$ cat src/rtl/alu_seq_defs_pkg.sv
// Shared op codes, slice select codes and state encoding for the serial ALU sequencer.
package alu_seq_defs_pkg;

  typedef enum logic [2:0] {
    OP_AND  = 3'd0,
    OP_NOR  = 3'd1,
    OP_OR   = 3'd2,
    OP_XOR  = 3'd3,
    OP_NAND = 3'd4,
    OP_ADD  = 3'd5,
    OP_SUB  = 3'd6,
    OP_SLT  = 3'd7
  } op_e;

  localparam logic [2:0] SEL_ADDER = 3'd5;

  typedef enum logic [1:0] {
    ST_IDLE = 2'd0,
    ST_RUN  = 2'd1,
    ST_DONE = 2'd2
  } state_e;

  // Ops that route through the slice adder.
  function automatic logic uses_adder(op_e o);
    return (o == OP_ADD) || (o == OP_SUB) || (o == OP_SLT);
  endfunction

  function automatic logic negates_b(op_e o);
    return (o == OP_SUB) || (o == OP_SLT);
  endfunction

  // Logic ops map one-to-one onto slice selects; arithmetic uses the adder.
  function automatic logic [2:0] slice_sel_of(op_e o);
    return uses_adder(o) ? SEL_ADDER : 3'(o);
  endfunction

endpackage

$ cat src/rtl/alu_seq_bitctr.sv
// Bit counter for the serial sequencer: clears on load, steps on enable, flags the MSB cycle.
module alu_seq_bitctr #(
  parameter int unsigned WIDTH = 32,
  parameter int unsigned CW    = 5
) (
  input  logic clk,
  input  logic reset_n,
  input  logic load,
  input  logic en,
  output logic last_c
);

  logic [CW-1:0] cnt_q;
  logic [CW-1:0] cnt_d;

  assign last_c = (cnt_q == CW'(WIDTH - 1));

  always_comb begin
    cnt_d = cnt_q;
    if (load) begin
      cnt_d = '0;
    end else if (en) begin
      cnt_d = last_c ? '0 : cnt_q + CW'(1);
    end
  end

  always_ff @(posedge clk or negedge reset_n) begin
    if (!reset_n) begin
      cnt_q <= '0;
    end else begin
      cnt_q <= cnt_d;
    end
  end

endmodule

$ cat src/rtl/alu_serial_sequencer.sv
// Drives one external 1-bit ALU slice across a WIDTH-bit operation, LSB first.
// Define ALU_SEQ_SLT_EN to implement op 7 as set-less-than; otherwise op 7 reports err.
module alu_serial_sequencer
  import alu_seq_defs_pkg::*;
#(
  parameter int unsigned WIDTH = 32
) (
  input  logic             clk,
  input  logic             reset_n,
  input  logic             start,
  input  logic [2:0]       op,
  input  logic [WIDTH-1:0] a,
  input  logic [WIDTH-1:0] b,
  output logic             busy,
  output logic             done,
  output logic             err,
  output logic [WIDTH-1:0] result,
  output logic             carryout,
  output logic             overflow,
  output logic             zero,
  output logic             slice_a,
  output logic             slice_b,
  output logic             slice_carryin,
  output logic [2:0]       slice_sel,
  output logic             slice_negate,
  input  logic             slice_out,
  input  logic             slice_carryout
);

  localparam int unsigned CW = (WIDTH > 1) ? $clog2(WIDTH) : 1;

`ifdef ALU_SEQ_SLT_EN
  localparam bit SLT_EN = 1'b1;
`else
  localparam bit SLT_EN = 1'b0;
`endif

  state_e           state_q, state_d;
  op_e              op_q, op_d;
  logic [WIDTH-1:0] a_sh_q, a_sh_d;
  logic [WIDTH-1:0] b_sh_q, b_sh_d;
  logic [WIDTH-1:0] result_q, result_d;
  logic             carry_q, carry_d;
  logic [2:0]       sel_q, sel_d;
  logic             negate_q, negate_d;
  logic             busy_q, busy_d;
  logic             done_q, done_d;
  logic             err_q, err_d;
  logic             carryout_q, carryout_d;
  logic             overflow_q, overflow_d;
  logic             zero_q, zero_d;

  op_e              op_in;
  logic             accept_c;
  logic             last_c;
  logic             ovf_c;
  logic             addsub_c;
  logic [WIDTH-1:0] shifted_c;

  assign op_in = op_e'(op);

  alu_seq_bitctr #(
    .WIDTH (WIDTH),
    .CW    (CW)
  ) u_bitctr (
    .clk     (clk),
    .reset_n (reset_n),
    .load    (accept_c),
    .en      (state_q == ST_RUN),
    .last_c  (last_c)
  );

  always_comb begin
    state_d    = state_q;
    op_d       = op_q;
    a_sh_d     = a_sh_q;
    b_sh_d     = b_sh_q;
    result_d   = result_q;
    carry_d    = carry_q;
    sel_d      = sel_q;
    negate_d   = negate_q;
    busy_d     = busy_q;
    done_d     = 1'b0;
    err_d      = err_q;
    carryout_d = carryout_q;
    overflow_d = overflow_q;
    zero_d     = zero_q;
    accept_c   = 1'b0;

    // Overflow is the carry into the MSB (still in carry_q) XOR the carry out of it.
    ovf_c     = carry_q ^ slice_carryout;
    addsub_c  = (op_q == OP_ADD) || (op_q == OP_SUB);
    shifted_c = {slice_out, result_q[WIDTH-1:1]};

    case (state_q)
      ST_IDLE: begin
        if (start) begin
          if ((op_in == OP_SLT) && !SLT_EN) begin
            state_d    = ST_DONE;
            done_d     = 1'b1;
            err_d      = 1'b1;
            result_d   = '0;
            carryout_d = 1'b0;
            overflow_d = 1'b0;
            zero_d     = 1'b0;
          end else begin
            accept_c = 1'b1;
            state_d  = ST_RUN;
            busy_d   = 1'b1;
            op_d     = op_in;
            a_sh_d   = a;
            b_sh_d   = b;
            carry_d  = negates_b(op_in);
            sel_d    = slice_sel_of(op_in);
            negate_d = negates_b(op_in);
          end
        end
      end

      ST_RUN: begin
        a_sh_d   = a_sh_q >> 1;
        b_sh_d   = b_sh_q >> 1;
        result_d = shifted_c;
        carry_d  = slice_carryout;
        if (last_c) begin
          state_d  = ST_DONE;
          busy_d   = 1'b0;
          done_d   = 1'b1;
          err_d    = 1'b0;
          carry_d  = 1'b0;
          sel_d    = 3'd0;
          negate_d = 1'b0;
          if (SLT_EN && (op_q == OP_SLT)) begin
            result_d   = WIDTH'(slice_out ^ ovf_c);
            carryout_d = 1'b0;
            overflow_d = 1'b0;
          end else begin
            carryout_d = addsub_c & slice_carryout;
            overflow_d = addsub_c & ovf_c;
          end
          zero_d = (result_d == '0);
        end
      end

      ST_DONE: begin
        state_d = ST_IDLE;
      end

      default: begin
        state_d = ST_IDLE;
      end
    endcase
  end

  always_ff @(posedge clk or negedge reset_n) begin
    if (!reset_n) begin
      state_q    <= ST_IDLE;
      op_q       <= OP_AND;
      a_sh_q     <= '0;
      b_sh_q     <= '0;
      result_q   <= '0;
      carry_q    <= 1'b0;
      sel_q      <= 3'd0;
      negate_q   <= 1'b0;
      busy_q     <= 1'b0;
      done_q     <= 1'b0;
      err_q      <= 1'b0;
      carryout_q <= 1'b0;
      overflow_q <= 1'b0;
      zero_q     <= 1'b0;
    end else begin
      state_q    <= state_d;
      op_q       <= op_d;
      a_sh_q     <= a_sh_d;
      b_sh_q     <= b_sh_d;
      result_q   <= result_d;
      carry_q    <= carry_d;
      sel_q      <= sel_d;
      negate_q   <= negate_d;
      busy_q     <= busy_d;
      done_q     <= done_d;
      err_q      <= err_d;
      carryout_q <= carryout_d;
      overflow_q <= overflow_d;
      zero_q     <= zero_d;
    end
  end

  assign busy          = busy_q;
  assign done          = done_q;
  assign err           = err_q;
  assign result        = result_q;
  assign carryout      = carryout_q;
  assign overflow      = overflow_q;
  assign zero          = zero_q;
  assign slice_a       = a_sh_q[0];
  assign slice_b       = b_sh_q[0];
  assign slice_carryin = carry_q;
  assign slice_sel     = sel_q;
  assign slice_negate  = negate_q;

endmodule

$ cat config.mk
export PLATFORM = sky130hd
export DESIGN_NAME = alu_serial_sequencer
export DESIGN_NICKNAME = d
export VERILOG_FILES = /design/src/rtl/alu_seq_defs_pkg.sv /design/src/rtl/alu_seq_bitctr.sv /design/src/rtl/alu_serial_sequencer.sv
export SDC_FILE = /design/constraint.sdc
export NUM_CORES = 1
export LEC_CHECK = 0
export ABC_CLOCK_PERIOD_IN_PS = 2600
export CAP_MARGIN = 30
export CORE_ASPECT_RATIO = 1.75
export CORE_UTILIZATION = 35
export CTS_BUF_LIST = sky130_fd_sc_hd__clkbuf_2
export CTS_CLUSTER_SIZE = 16
export DETAILED_ROUTE_END_ITERATION = 6
export PLACE_DENSITY = 0.68
export SLEW_MARGIN = 0
export SYNTH_ARGS = -nofsm -noshare
export SYNTH_HDL_FRONTEND = slang
export SYNTH_SLANG_ARGS = --single-unit
$ cat constraint.sdc
create_clock -name clk -period 2.6 [get_ports clk]
set_clock_uncertainty 0.1 [all_clocks]
set_input_delay 0.26 -clock clk [delete_from_list [all_inputs] [get_ports clk]]
set_output_delay 0.26 -clock clk [all_outputs]
set_load 0.01 [all_outputs]
==> results of run 1 <==
synthesized netlist by cell type, drive strengths merged (3+ instances only):
cell    number
dfrtp      117
a21oi        4
nand2        5
o21ai      129
mux2i       62
a32o         3
buf         29
mux2         3
nor4         9
a22o        37
clkbuf       9
nand4        3
nor2         5
inv          3
final cells by class:
class	instances	area (sq um)	area share
inverters	3	11.3	0.00166
multi-input cells	286	2010	0.297
repair buffers	128	1320	0.194
diodes	1	2.50	0.000369
clock buffers	17	85.1	0.0125
well taps	180	225	0.0332
clock inverters	15	204	0.0300
flip-flops and latches	117	2930	0.432
where the power goes:
group	total [mW]	switching, mW	internal, mW
logic	2.99	1.41	1.58
registers	3.14	0.533	2.60
clock network	1.38	0.742	0.638
cells in the final DEF (no fill, tap or decap), types with 2 or more instances in the layout:
cell,n
nand4_1,3
nor4_1,9
o21ai_1,5
inv_6,2
dlygate4sd3_1,2
a21oi_1,3
nand3_1,2
bufinv_16,4
o21a_1,2
o21ai_0,124
inv_1,3
clkinv_4,4
a32o_1,3
a22o_1,37
a21o_1,2
buf_12,5
clkdlybuf4s50_1,115
dfrtp_1,116
and3_1,2
nand2_1,5
or2_2,2
buf_4,6
clkinvlp_4,3
mux2_2,3
clkbuf_2,17
ha_1,2
nor2_1,4
mux2i_1,62
worst max path at each step:
stage                                             start                       end
after floorplan           u_bitctr.cnt_q[0]$_DFFE_PN0P_  slice_sel[0]$_DFFE_PN0P_
after global placement                            op[2]       op_q[1]$_DFFE_PN0N_
after detailed placement                          op[2]       op_q[1]$_DFFE_PN0N_
after CTS                         result[9]$_DFFE_PN0P_                 result[9]
after global routing             result[26]$_DFFE_PN0P_                result[26]
final                            result[26]$_DFFE_PN0P_                result[26]
registers in the layout, indices dropped and copies added (netlist names), 2 cells and up:
signal	cells
b_sh_q	32
a_sh_q	32
state_q	2
result	32
op_q	3
slice_sel	3
u_bitctr.cnt_q	5
through the flow:
| step | hold slack [ps] | setup slack (ps) |
|---|---|---|
| 2_1_floorplan | -136 | 746 |
| 3_3_place_gp | 141 | 331 |
| 3_5_place_dp | 147 | 281 |
| 4_1_cts | 45.2 | 473 |
| 5_1_grt | 11.1 | 372 |
| 6_report | 105 | 544 |
routing by layer:
metal | wire [um] | track usage | vias up
li1 | - | - | 1871
met1 | 5020 | 0.204 | 2027
met2 | 6570 | 0.297 | 108
met3 | 440 | 0.0425 | 16
met4 | 237 | 0.0615 | 0
met5 | 0 | 0 | -
cell families (layout without fill, tap and decap cells):
| family | Yosys count | count (layout) | share of synthesized area |
|---|---|---|---|
| AO/OA/AOI/OAI | 182 | 182 | 0.213 |
| flip-flops | 117 | 117 | 0.569 |
| multiplexers | 65 | 65 | 0.127 |
| buffers and inverters | 41 | 163 | 0.0430 |
| AND/OR/NAND/NOR | 35 | 35 | 0.0394 |
| adder cells (fa/ha/maj) | 2 | 2 | 0.00486 |
| XOR/XNOR | 2 | 2 | 0.00341 |
| other | 0 | 1 | 0 |
repair_timing:
item / in CTS / in global routing
endpoints found under the hold margin: 117 / 0
hold buffers: 3 / 0
endpoints found under the setup margin: 0 / 0
==> impl_results.md, run 1 <==
- Predominant post-synthesis flop cell: dfrtp_1
- Final worst path period need: 2060 ps
- Worst hold endpoint: a_sh_q[31]$_DFFE_PN0P_
- #FFs+latches synth: 117
- Worst Path Required: 2240 ps
- WHS Path Cells: 2
- Total track usage: 0.171
- TritonRoute pass-1 iters: 4
- Top post-synthesis cells by area: dfrtp_1 (57%), mux2i_1 (12%), o21ai_0 (12%), a22o_1 (6.3%), buf_2 (1.8%)
- Vias in the first global route: 4049
- DP HPWL: 8040 um
- Crit path cell chain: clkdlybuf4s50_1
- TritonCTS clock tree: done
- Critical path class: flop to output pin
- Share of cells above drive strength 1: 0.0954
- Fin. Hold Viols: 0
- Clock latency on the worst-skew pair: 670 ps
- Clk buf depth: 2
- Num CTS Buffers: 17
- Placed standard-cell area: 6460 sq um
- CP Buf/Inv Count: 1
- Post-synth net total: 518
- Leak: 3.14 nW
- Register area share after synthesis: 0.569
- Post-DRT Antenna Nets: 0
- Yosys warnings: 0
- Worst Setup Start Kind: flop
- Filler Cell Count: 1354
- Io pins: 117
- Final setup fails: 0
- FF-to-FF Start: u_bitctr.cnt_q[0]$_DFFE_PN0P_
- 1st-iter DRT viols: 236
- Worst path slowest cell: clkdlybuf4s50_1
- Cell variety after synth: 41
- EDFF count, synth: 0
- Layout Nets: 627
- Worst R2R End: zero$_DFFE_PN0P_
- Hold Crit Class: input port to flop
- Delay-heaviest family, CP: buffers and inverters
- FMAX: 486 MHz
- Global-route wire length before repair: 20100 um
- Final period utilization: 0.791
- Post-CTS setup buffers: 0
- Routed WL: 12300 um
- Worst-path clk slew: 220 ps
- Unrepaired setup endpoints after global routing: no
- Core box area: 14400 sq um
- Initial antenna violation count: 1
- Post-CTS sizing: 0
- Largest net degree at the start of global routing: 67
- Layout Area Growth over Synthesis: 31.9%
- GRT overflow: 0
- Clock sink total: 117
- Placed cells: 711
- Post-DR wirelength/cell: 16.4 um
- Critical path data arrival time: 1700 ps
- Hold_sp: a[31]
- Vias: 4022
- Asr flop ratio synth: 1.00
- Initial Util: 0.358
- P per Cell Area: 1110 nW/um^2
- Drt drc: 0
- Finished Layout Cells: 747
- Critical path depth in cells: 1
- Final Max Tran Viols: 0
- Synth Cell Area: 5140 sq um
- R2r setup slk: 550 ps
- Worst-Margin Slew: 664 ps
- CP max FO: 4
- Fin Setup TNS: 0 ps
- Die H: 162 um
- Crit. End Element: output pin
- H-tree Lvls: 4
- Cell taking the most area after synthesis: dfrtp_1
- Syn Area/Cell: 11.6 sq um
- Slew headroom: 0.557
- Status: complete, no violations
- CTS root buf: clkbuf_2
- Gpl congestion: 0.724
- Die Area: 15200 sq um
- Final instance area: 6790 sq um
- Port buffer count: 116
- Row Count: 58
- Power Total: 7.51 mW
- Slowest cell delay on critical path: 560 ps
- Vias per cell: 5.38
- Final core utilization: 0.472
- Die X: 93.7 um
- Max_cap viols: 0
- Worst-case reg-to-reg path depth: 6
- Worst vdd ir: 0.573 mV
- Cells after Synth: 444
- Synth top area share: 0.569
(Power assumes the default switching activity.)
==> inputs of run 2 (changes only) <==
- ABC_CLOCK_PERIOD_IN_PS: 2600 -> 1900
- clock period: 2.6 -> 1.9 ns (I/O delays scaled with it)
==> impl_results.md, run 2 (synthesis results as in run 1) <==
- Cell Int Power: 6.84 mW
- Commonest cells after routing, fill and taps aside: o21ai_0 (124), dfrtp_1 (116), clkdlybuf4s50_1 (70)
- Worst Setup Start Kind: flop
- P per Cell Area: 1450 nW/um^2
- Critical path class: flop to flop
- Worst-Margin Slew: 444 ps
- NetSw: 3.75 mW
- Critical path data arrival time: 2210 ps
- CP max FO: 5
- CTS root buf: clkbuf_2
- Register share of total power: 0.392
- Drt drc: 0
- Placed cells: 727
- TritonCTS clock tree: done
- Post-DRT Antenna Nets: 0
- Most common cell after layout, fill and taps aside: o21ai_0
- Status: complete, no violations
- H-tree Lvls: 4
- Hold Crit Class: input port to flop
- Worst Path Required: 2310 ps
- DP Worst Slack: -17.4 ps
- Final Max Tran Viols: 0
- Final core utilization: 0.507
- Gpl congestion: 0.766
- Sw frac: 0.354
- Slew headroom: 0.701
- TritonRoute pass-1 iters: 6
- Layout Area Growth over Synthesis: 41.6%
- Clk buf depth: 2
- Worst vdd ir: 0.698 mV
- Largest net degree at the start of global routing: 51
- Hold_sp: b[24]
- Min Hold Slack: 80.1 ps
- GRT overflow: 0
- Finished Layout Cells: 813
- Routed WL: 13400 um
- Port buffer count: 116
- Io pins: 117
- Crit. End Element: flop
- Die H: 162 um
- Row Count: 58
- Leak: 3.64 nW
- Combinational power share: 0.439
- Share of cells above drive strength 1: 0.169
- FMAX: 556 MHz
- Crit path from: u_bitctr.cnt_q[0]$_DFFE_PN0P_
- Die Area: 15200 sq um
- Layout Nets: 693
- Core box area: 14400 sq um
- Clock sink total: 117
- Initial antenna violation count: 1
- Clock power frac: 0.168
- Num CTS Buffers: 17
- Worst-path clk slew: 180 ps
- Die X: 93.7 um
- Final setup fails: 0
- Vias: 4283
- Clock latency on the worst-skew pair: 640 ps
- Vias in the first global route: 4390
- FF-to-FF Start: u_bitctr.cnt_q[0]$_DFFE_PN0P_
- Max_cap viols: 0
- Setup ws final: 103 ps
- DP HPWL: 8940 um
- Initial Util: 0.358
- Final worst path period need: 1800 ps
- Post-DR wirelength/cell: 16.5 um
- Power Total: 10.6 mW
- Vias per cell: 5.27
- Final period utilization: 0.946
- Fin. Hold Viols: 0
- Unrepaired setup endpoints after global routing: no
- Global-route wire length before repair: 22000 um
- Total track usage: 0.188
- 1st-iter DRT viols: 256
-- run 2: changes by cell type in the layout (fill, tap and decap cells not counted), sizes merged, moves of 3 or more --
cell,before,now
dlygate4sd3,2,16
clkdlybuf4s50,115,70
clkbuf,17,20
dlygate4sd2,0,43
buf,11,63
-- run 2: worst paths after layout --
check	end	slack (ps)	cells after the start
max in group asynchronous	b_sh_q[22]$_DFFE_PN0P_	910	4
worst min-delay path	b_sh_q[24]$_DFFE_PN0P_	80	3
worst max-delay path	overflow$_DFFE_PN0P_	100	7
worst max register to register	overflow$_DFFE_PN0P_	100	7
worst min register to register	u_bitctr.cnt_q[3]$_DFFE_PN0P_	390	1
min in group asynchronous	result[20]$_DFFE_PN0P_	540	4
-- run 2: worst max-delay path, cell delays in order, from the launching register on --
cell and delay [ps]:
dfrtp_1 410, ha_1 230, and3_1 190, ha_2 200, buf_4 160, nand2_1 100, nor2_1 60, a32o_1 240
-- run 2: power groups by stage --
stage               registers, mW  logic [mW]  clock network [mW]
global route                 4.28        5.13                1.94
CTS                          4.16        4.64                1.84
detailed placement           4.36        4.34                   0
floorplan                    4.31        2.57                   0
finish                       4.16        4.66                1.78
global placement             4.32        4.17                   0
-- run 2: metrics by stage --
| stage | instance area [sq um] | setup TNS, ps |
|---|---|---|
| 6_report | 7290 | 0 |
| 3_5_place_dp | 6610 | -129 |
| 5_1_grt | 7290 | 0 |
| 4_1_cts | 7240 | 0 |
| 3_3_place_gp | 6610 | 0 |
| 2_1_floorplan | 5140 | 0 |
-- run 2: repair_timing --
action,in CTS,in global routing
pin swaps,0,1
gates cloned,0,0
endpoints found under the hold margin,130,1
endpoints found under the setup margin,44,12
hold buffers,16,1
gates resized for setup,43,4
setup buffers,33,3
-- run 2: layout make-up --
cell class / count / area, sq um
Clock buffer: 20 / 100
Clock inverter: 12 / 160
Antenna cell: 1 / 2.50
Timing Repair Buffer: 194 / 1840
Multi-Input combinational cell: 286 / 2020
Fill cell: 1304 / 7080
Tap cell: 180 / 225
Inverter: 3 / 11.3
Sequential cell: 117 / 2930
-- run 2: routing by layer --
metal,wire length [um],share of wire,global-route usage,vias to the layer above
met4,392,0.029,0.0930,0
li1,-,-,-,1997
met5,0,0,0,-
met1,5330,0.40,0.211,2143
met2,7330,0.55,0.333,120
met3,378,0.028,0.0373,23
==> inputs of run 3 (changes only) <==
- SETUP_SLACK_MARGIN: unset -> 0.15
==> impl_results.md, run 3 (synthesis results as in run 1) <==
- Status: complete, no violations
- CP max FO: 4
- Vias in the first global route: 4588
- DP HPWL: 8510 um
- Io pins: 117
- Critical path class: flop to flop
- P per Cell Area: 1430 nW/um^2
- GRT overflow: 0
- Vias per cell: 5.21
- Layout Area Growth over Synthesis: 51.5%
- Critical path data arrival time: 2220 ps
- Die X: 93.7 um
- Worst-case reg-to-reg path depth: 6
- Drt drc: 0
- Fin Setup TNS: 0 ps
- Initial Util: 0.358
- FMAX: 566 MHz
- H-tree Lvls: 4
- Hold Crit Class: input port to flop
- Routed WL: 13600 um
- R2r setup slk: 130 ps
- Power Total: 11.1 mW
- Commonest cells after routing, fill and taps aside: o21ai_0 (123), dfrtp_1 (116), buf_4 (73)
- Port buffer count: 116
- Unrepaired setup endpoints after global routing: yes
- 1st-iter DRT viols: 177
- Share of cells above drive strength 1: 0.209
- Final worst path period need: 1770 ps
- Crit. End Element: flop
- Global-route wire length before repair: 22200 um
- Worst hold endpoint: a_sh_q[28]$_DFFE_PN0P_
- Final Max Tran Viols: 0
- CTS root buf: clkbuf_2
- Hold_sp: a[28]
- Core box area: 14400 sq um
- Worst Path Required: 2360 ps
- Final period utilization: 0.930
- Worst R2R End: slice_sel[0]$_DFFE_PN0P_
- Worst Setup Start Kind: flop
- TritonRoute pass-1 iters: 5
- Post-DR wirelength/cell: 15.9 um
- Row Count: 58
- Post-DRT Antenna Nets: 0
- Layout Nets: 740
- Gpl congestion: 0.809
- Die H: 162 um
- TritonCTS clock tree: done
- Final setup fails: 0
- FF-to-FF Start: u_bitctr.cnt_q[0]$_DFFE_PN0P_
- Worst vdd ir: 0.477 mV
- Initial antenna violation count: 1
- Total track usage: 0.188
- Worst-Margin Slew: 415 ps
- Min Hold Slack: 68.5 ps
- Clk buf depth: 2
- Largest net degree at the start of global routing: 70
- Die Area: 15200 sq um
- Most common cell after layout, fill and taps aside: o21ai_0
- Clock latency on the worst-skew pair: 670 ps
- Max_cap viols: 0
- Leak: 3.74 nW
- Vias: 4480
- Slew headroom: 0.723
- Clock sink total: 117
- WHS Path Cells: 3
- Num CTS Buffers: 17
- Worst-path clk slew: 200 ps
- Fin. Hold Viols: 0
## run 3: worst max-delay path by stage
stage	endpoint	start	cells past startpoint	slack, ps
4_1_cts	result[9]	result[9]$_DFFE_PN0P_	1	130
3_5_place_dp	u_bitctr.cnt_q[1]$_DFFE_PN0P_	op[2]	6	10
3_3_place_gp	u_bitctr.cnt_q[1]$_DFFE_PN0P_	op[0]	6	30
5_1_grt	slice_sel[0]$_DFFE_PN0P_	u_bitctr.cnt_q[1]$_DFFE_PN0P_	6	110
2_1_floorplan	slice_sel[0]$_DFFE_PN0P_	u_bitctr.cnt_q[0]$_DFFE_PN0P_	6	170
6_report	slice_sel[0]$_DFFE_PN0P_	u_bitctr.cnt_q[0]$_DFFE_PN0P_	6	130
## run 3: repair_timing
action | 4_1_cts | 5_1_grt
hold buffers | 44 | 0
pin swaps | 1 | 2
gates resized for setup | 64 | 32
endpoints found under the hold margin | 159 | 0
endpoints found under the setup margin | 58 | 40
buffers inserted | 47 | 10
## run 3: final cells by class
class | count | area, sq um
fill | 1210 | 6570
sequential | 117 | 2930
timing repair buffer | 241 | 2270
multi-input combinational | 286 | 2070
tap | 180 | 225
clock inverter | 15 | 196
clock buffer | 17 | 85.1
inverter | 3 | 11.3
antenna | 1 | 2.50
## run 3: worst max-delay path, stage by stage (launching register included)
cell and delay [ps]:
dfrtp_1 400, ha_2 200, and3_4 200, ha_4 170, nor2_4 50, or3_4 350
a22o_1 220
## run 3: report_power, final
group	internal (mW)	total, mW	switching [mW]
combinational	2.74	5.11	2.37
sequential	3.56	4.16	0.596
clock	0.770	1.86	1.09
total	7.07	11.1	4.06
## run 3: stage by stage
stage	instances	worst slack, ps	util	cell area (sq um)
after CTS	849	126	0.536	7700
after floorplan	444	167	-	5170
after global placement	726	29.9	0.463	6660
after global routing	860	110	0.543	7800
final	860	133	0.543	7800
after detailed placement	726	12.2	0.463	6660
## run 3: metal layers
metal  vias to the layer above  GRT usage  wire [um]
met5                         -          0          0
met4                         0     0.0797        298
met3                        25     0.0359        449
met2                       133      0.331       7360
met1                      2229      0.219       5530
li1                       2093          -          -
